[config.mk]
export PLATFORM = sky130hd
export DESIGN_NAME = mem_arbiter
export DESIGN_NICKNAME = d
export VERILOG_FILES = /design/src/rtl/mem_arbiter.sv
export SDC_FILE = /design/constraint.sdc
export NUM_CORES = 1
export LEC_CHECK = 0
export ABC_AREA = 0
export BUFFER_PORTS_ARGS = -buffer_cell sky130_fd_sc_hd__buf_2
export CAP_MARGIN = 15
export CORE_MARGIN = 4
export CORE_UTILIZATION = 30
export CTS_CLUSTER_DIAMETER = 80
export DETAILED_ROUTE_END_ITERATION = 16
export SETUP_SLACK_MARGIN = 0.4
export SLEW_MARGIN = 20
export SYNTH_ARGS = -nofsm -noshare
export SYNTH_HDL_FRONTEND = slang
export SYNTH_SLANG_ARGS = --single-unit
[constraint.sdc]
create_clock -name clk -period 3.8 [get_ports clk]
set_input_delay 0.57 -clock clk [delete_from_list [all_inputs] [get_ports clk]]
set_output_delay 0.57 -clock clk [all_outputs]
set_load 0.02 [all_outputs]
[src/rtl/mem_arbiter.sv]
// Shares one memory port between CPU and DMA; req -> done in WAIT_STATES+2 cycles, one transfer per WAIT_STATES+3 cycles.
// Requesters hold req until their done pulse; DMA is forced in after STARVE_LIMIT CPU wins and capped at DMA_MAX_BURST.
module mem_arbiter #(
    parameter int unsigned WAIT_STATES   = 1,
    parameter int unsigned STARVE_LIMIT  = 3,
    parameter int unsigned DMA_MAX_BURST = 2
) (
    input  logic        clk,
    input  logic        reset,
    input  logic        cpu_req,
    input  logic        cpu_write,
    input  logic [15:0] cpu_addr,
    input  logic [7:0]  cpu_wdata,
    output logic [7:0]  cpu_rdata,
    output logic        cpu_done,
    input  logic        dma_req,
    input  logic        dma_write,
    input  logic [15:0] dma_addr,
    input  logic [7:0]  dma_wdata,
    output logic [7:0]  dma_rdata,
    output logic        dma_done,
    output logic [15:0] mem_addr,
    output logic        mem_read,
    output logic        mem_write,
    output logic [7:0]  mem_wdata,
    input  logic [7:0]  mem_rdata,
    output logic        owner,
    output logic        busy
);

    typedef enum logic [1:0] {
        ST_IDLE   = 2'd0,
        ST_ACCESS = 2'd1,
        ST_DONE   = 2'd2
    } state_t;

    localparam logic [2:0] WAIT_LAST  = 3'(WAIT_STATES);
    localparam logic [3:0] STARVE_MAX = 4'(STARVE_LIMIT);
    localparam logic [3:0] BURST_MAX  = 4'(DMA_MAX_BURST);

    state_t      state_q;
    logic [2:0]  wait_q;
    logic [3:0]  starve_q;
    logic [3:0]  burst_q;
    logic        write_q;
    logic        owner_q;
    logic        busy_q;
    logic [15:0] mem_addr_q;
    logic [7:0]  mem_wdata_q;
    logic        mem_read_q;
    logic        mem_write_q;
    logic [7:0]  cpu_rdata_q;
    logic [7:0]  dma_rdata_q;
    logic        cpu_done_q;
    logic        dma_done_q;

    logic        grant_dma_d;
    logic [3:0]  starve_d;
    logic [3:0]  burst_d;

    // owner_q doubles as "last grant was DMA"; it is 0 after reset, so the first DMA grant starts a fresh burst.
    always_comb begin
        grant_dma_d = dma_req && (!cpu_req || (starve_q == STARVE_MAX) ||
                                  (owner_q && (burst_q < BURST_MAX)));
        starve_d    = starve_q;
        burst_d     = burst_q;
        if (grant_dma_d) begin
            starve_d = 4'd0;
            if (!owner_q) begin
                burst_d = 4'd1;
            end else if (burst_q != 4'hF) begin
                burst_d = burst_q + 4'd1;
            end
        end else begin
            burst_d = 4'd0;
            if (!dma_req) begin
                starve_d = 4'd0;
            end else if (starve_q != STARVE_MAX) begin
                starve_d = starve_q + 4'd1;
            end
        end
    end

    always_ff @(posedge clk or negedge reset) begin
        if (!reset) begin
            state_q     <= ST_IDLE;
            wait_q      <= 3'd0;
            starve_q    <= 4'd0;
            burst_q     <= 4'd0;
            write_q     <= 1'b0;
            owner_q     <= 1'b0;
            busy_q      <= 1'b0;
            mem_addr_q  <= 16'd0;
            mem_wdata_q <= 8'd0;
            mem_read_q  <= 1'b0;
            mem_write_q <= 1'b0;
            cpu_rdata_q <= 8'd0;
            dma_rdata_q <= 8'd0;
            cpu_done_q  <= 1'b0;
            dma_done_q  <= 1'b0;
        end else begin
            case (state_q)
                ST_IDLE: begin
                    if (cpu_req || dma_req) begin
                        owner_q     <= grant_dma_d;
                        starve_q    <= starve_d;
                        burst_q     <= burst_d;
                        wait_q      <= 3'd0;
                        busy_q      <= 1'b1;
                        state_q     <= ST_ACCESS;
                        if (grant_dma_d) begin
                            mem_addr_q  <= dma_addr;
                            mem_wdata_q <= dma_wdata;
                            write_q     <= dma_write;
                            mem_read_q  <= !dma_write;
                            mem_write_q <= dma_write;
                        end else begin
                            mem_addr_q  <= cpu_addr;
                            mem_wdata_q <= cpu_wdata;
                            write_q     <= cpu_write;
                            mem_read_q  <= !cpu_write;
                            mem_write_q <= cpu_write;
                        end
                    end
                end
                ST_ACCESS: begin
                    if (wait_q == WAIT_LAST) begin
                        mem_read_q  <= 1'b0;
                        mem_write_q <= 1'b0;
                        state_q     <= ST_DONE;
                        // Read data is sampled in the last strobe cycle, so it is already stable for the done pulse.
                        if (owner_q) begin
                            dma_done_q <= 1'b1;
                            if (!write_q) begin
                                dma_rdata_q <= mem_rdata;
                            end
                        end else begin
                            cpu_done_q <= 1'b1;
                            if (!write_q) begin
                                cpu_rdata_q <= mem_rdata;
                            end
                        end
                    end else begin
                        wait_q <= wait_q + 3'd1;
                    end
                end
                ST_DONE: begin
                    cpu_done_q <= 1'b0;
                    dma_done_q <= 1'b0;
                    busy_q     <= 1'b0;
                    state_q    <= ST_IDLE;
                end
                default: begin
                    state_q <= ST_IDLE;
                end
            endcase
        end
    end

    assign cpu_rdata = cpu_rdata_q;
    assign dma_rdata = dma_rdata_q;
    assign cpu_done  = cpu_done_q;
    assign dma_done  = dma_done_q;
    assign mem_addr  = mem_addr_q;
    assign mem_wdata = mem_wdata_q;
    assign mem_read  = mem_read_q;
    assign mem_write = mem_write_q;
    assign owner     = owner_q;
    assign busy      = busy_q;

endmodule

==> impl_metrics.ini <==
[run_status]
status = finished clean

[worst_hold_path]
hold_class = input port to async pin

[yosys]
synth_compound_area_share_pct = 11.7
postSynth.asyncResetShare_pct = 100
ys_warn_count = 0
synth_mux_area_share_pct = 16.0
ys.flop_type = dfrtp_1
synth_edf_count = 0
yosysSeqAreaShare_pct = 55.8
synth_cells = 235
netlist_area_sq_um = 2690
synth_area_leaders = dfrtp_1 (56%), mux2i_1 (9.3%), mux2_2 (6.7%)
synth_most_common_cell = dfrtp_1
yosys.area_share.simple_pct = 10.9
synth-adder-area-share_pct = 1.86
ys_types = 39
yosysTopAreaCell = dfrtp_1
synthTopCellsByCount = dfrtp_1 (60), nand2_1 (38), mux2i_1 (25), o21ai_1 (24), mux2_2 (16)
synth.top_cell.area_share_pct = 55.8
syn_area_per_cell_sq_um = 11.5
ys_ff_latch = 60
syn-num-nets = 301
synth-xor-area-share_pct = 0
synth_top_family_by_area = multiplexers

[critical_path]
critPathLaunchType = register
worstReg2RegStart = starve_q[0]
path_max_fanout = 18
cp-end-kind = register
arrival_ns = 2.65
endpoint = mem_addr[13]
required_ns = 4.00
path_class = register to register
r2r_end = mem_addr[13]
worst_path_max_delay_cell = a31oi_4
reg2reg_depth = 6
crit_start = starve_q[0]
r2r_setup_slack_ns = 1.35
path_cells = ha_1 > or3b_2 > a31oi_4 > buf_4 > mux2i_1 > o21ai_1
max_stage_delay_ns = 0.51

[timing]
slew_headroom_pct = 38.0
clock.fmax_ghz = 0.409
hold_viol = 0
slew_violations = 0
finalCritPeriodShare_pct = 64.4
hold_ws_ns = 0.374
timing.final.ws_setup_ns = 1.35
rsz0062_at_grt = false
setup_tns_ns = 0
setup_viol = 0
finClkSkew_ns = 0.0115
worst_pin_slew_ns = 0.930
period_minus_slack_ns = 2.45

[clock_network]
post-cts-setup-buffers = 0
path_clk_slew_ns = 0.08
clockRootBuffer = clkbuf_8
clock_sinks = 60
insertion_delay_ns = 0.34
cts_repair_resize_count = 0
cts.htree.levels = 3
cts_tree = built
cts_max_path_buffers = 2
hold_buffers = 0
cts_buffers = 9

[layout]
drive_above_1_share_pct = 43.0
regArea_sq_um = 1500
antennaDiodeCount = 0
multi_input_area_sq_um = 1100
area_growth_pct = 30.5
stdcell_count = 457
nFillCells = 872
final_nets = 410

[placement]
dp_cells = 441
gp_congestion = 0.735
preCtsSetupSlack_ns = 1.33
dp_hpwl_um = 4390
portBuffers = 107

[global_routing]
antenna_found_initial = 0
grt_pass1_wl_um = 9580
grt_max_degree = 43
grt_util_all_layers_pct = 11.7
grt_pass1_vias = 2095
gr-total-overflow = 0

[job]
cap_violations = 0

[floorplanning]
die_h_um = 103
die-area_sq_um = 10600
initial_core_util_pct = 30.9
core-area_sq_um = 8720
die_x_um = 103
ioPinCount = 108
fp-row-count = 34

[power_and_ir_drop]
p_leak_nw = 1.73
peakVddDrop_v = 0.000316
power.density_nw_per_um2 = 831

[route]
wl_um = 5800
ant_nets = 0
routedWlPerCell_um = 12.7
firstDrtPassIters = 4
drc_errors = 0
viasPerCell = 4.53
vias = 2072
drtIter0Drc = 30
-- cell usage in the layout (no fill, tap or decap), types with 3 or more instances in the layout --
cell,Yosys,layout
mux2_2,16,16
mux2i_1,25,25
nand2_1,38,38
nor2_1,5,5
o21ai_1,24,24
buf_2,1,107
clkbuf_8,0,10
a21oi_1,6,6
dfrtp_1,60,60
o21ai_0,8,7
ha_1,4,4
nand3_1,3,3
inv_1,5,5
buf_4,0,3
-- per-layer routing --
metal  share of wire [%]  vias up  GRT usage (%)  wire [um]
met5                   0        -              0          0
met4                 1.6        0           5.08         93
met3                 7.6       10           3.65        442
met2                  48       68           19.3       2780
met1                  43      955           14.1       2480
li1                    -     1039              -          -
-- worst min-delay path by stage --
stage	to	slack, ns	startpoint	depth (start not counted)
CTS	dma_rdata[7]	0.41	reset	1
global route	cpu_rdata[5]	0.45	reset	1
detailed placement	dma_done	0.47	dma_done	2
finish	dma_rdata[7]	0.37	reset	1
global placement	dma_done	0.47	dma_done	2
floorplan	burst_q[0]	0.27	reset	0
-- flip-flops by register name, indices dropped and copies added (netlist names), 2 cells and up --
name / flops
mem_wdata: 8
state_q: 2
dma_rdata: 8
burst_q: 4
mem_addr: 16
cpu_rdata: 8
wait_q: 3
starve_q: 4
-- area by class of cell --
cell class	instances	area share [%]
timing repair buffer	110	15.9
multi-input combinational	158	31.3
inverter	5	0.534
clock buffer	10	3.92
tap	108	3.84
sequential	60	42.7
clock inverter	6	1.82
-- power breakdown --
part	leakage, nW	internal [mW]	switching [mW]
logic	0.899	0.480	0.767
clock network	0.0983	0.319	0.259
registers	0.737	0.930	0.165
-- worst max-delay path, delay by kind of cell (launching register included) --
family                   cells  cell delay [ns]
AO/OA/AOI/OAI                2             0.58
AND/OR/NAND/NOR              1             0.50
buffers and inverters        1             0.40
flip-flops                   1             0.38
multiplexers                 1             0.25
adder cells (fa/ha/maj)      1             0.19
-- metrics by stage --
stage / utilization, % / instance area [sq um] / power (mW)
floorplan: - / 2690 / 1.97
global placement: 38.0 / 3310 / 2.35
detailed placement: 38.0 / 3310 / 2.39
CTS: 40.3 / 3510 / 2.98
global route: 40.3 / 3510 / 3.16
finish: 40.3 / 3510 / 2.92
-- logic make-up (layout without fill, tap and decap cells) --
family,Yosys count,after routing
AO/OA/AOI/OAI,51,51
flip-flops,60,60
adder cells (fa/ha/maj),4,4
multiplexers,41,41
AND/OR/NAND/NOR,62,62
buffers and inverters,17,131
Note: power is estimated with default switching activity, not from simulation.
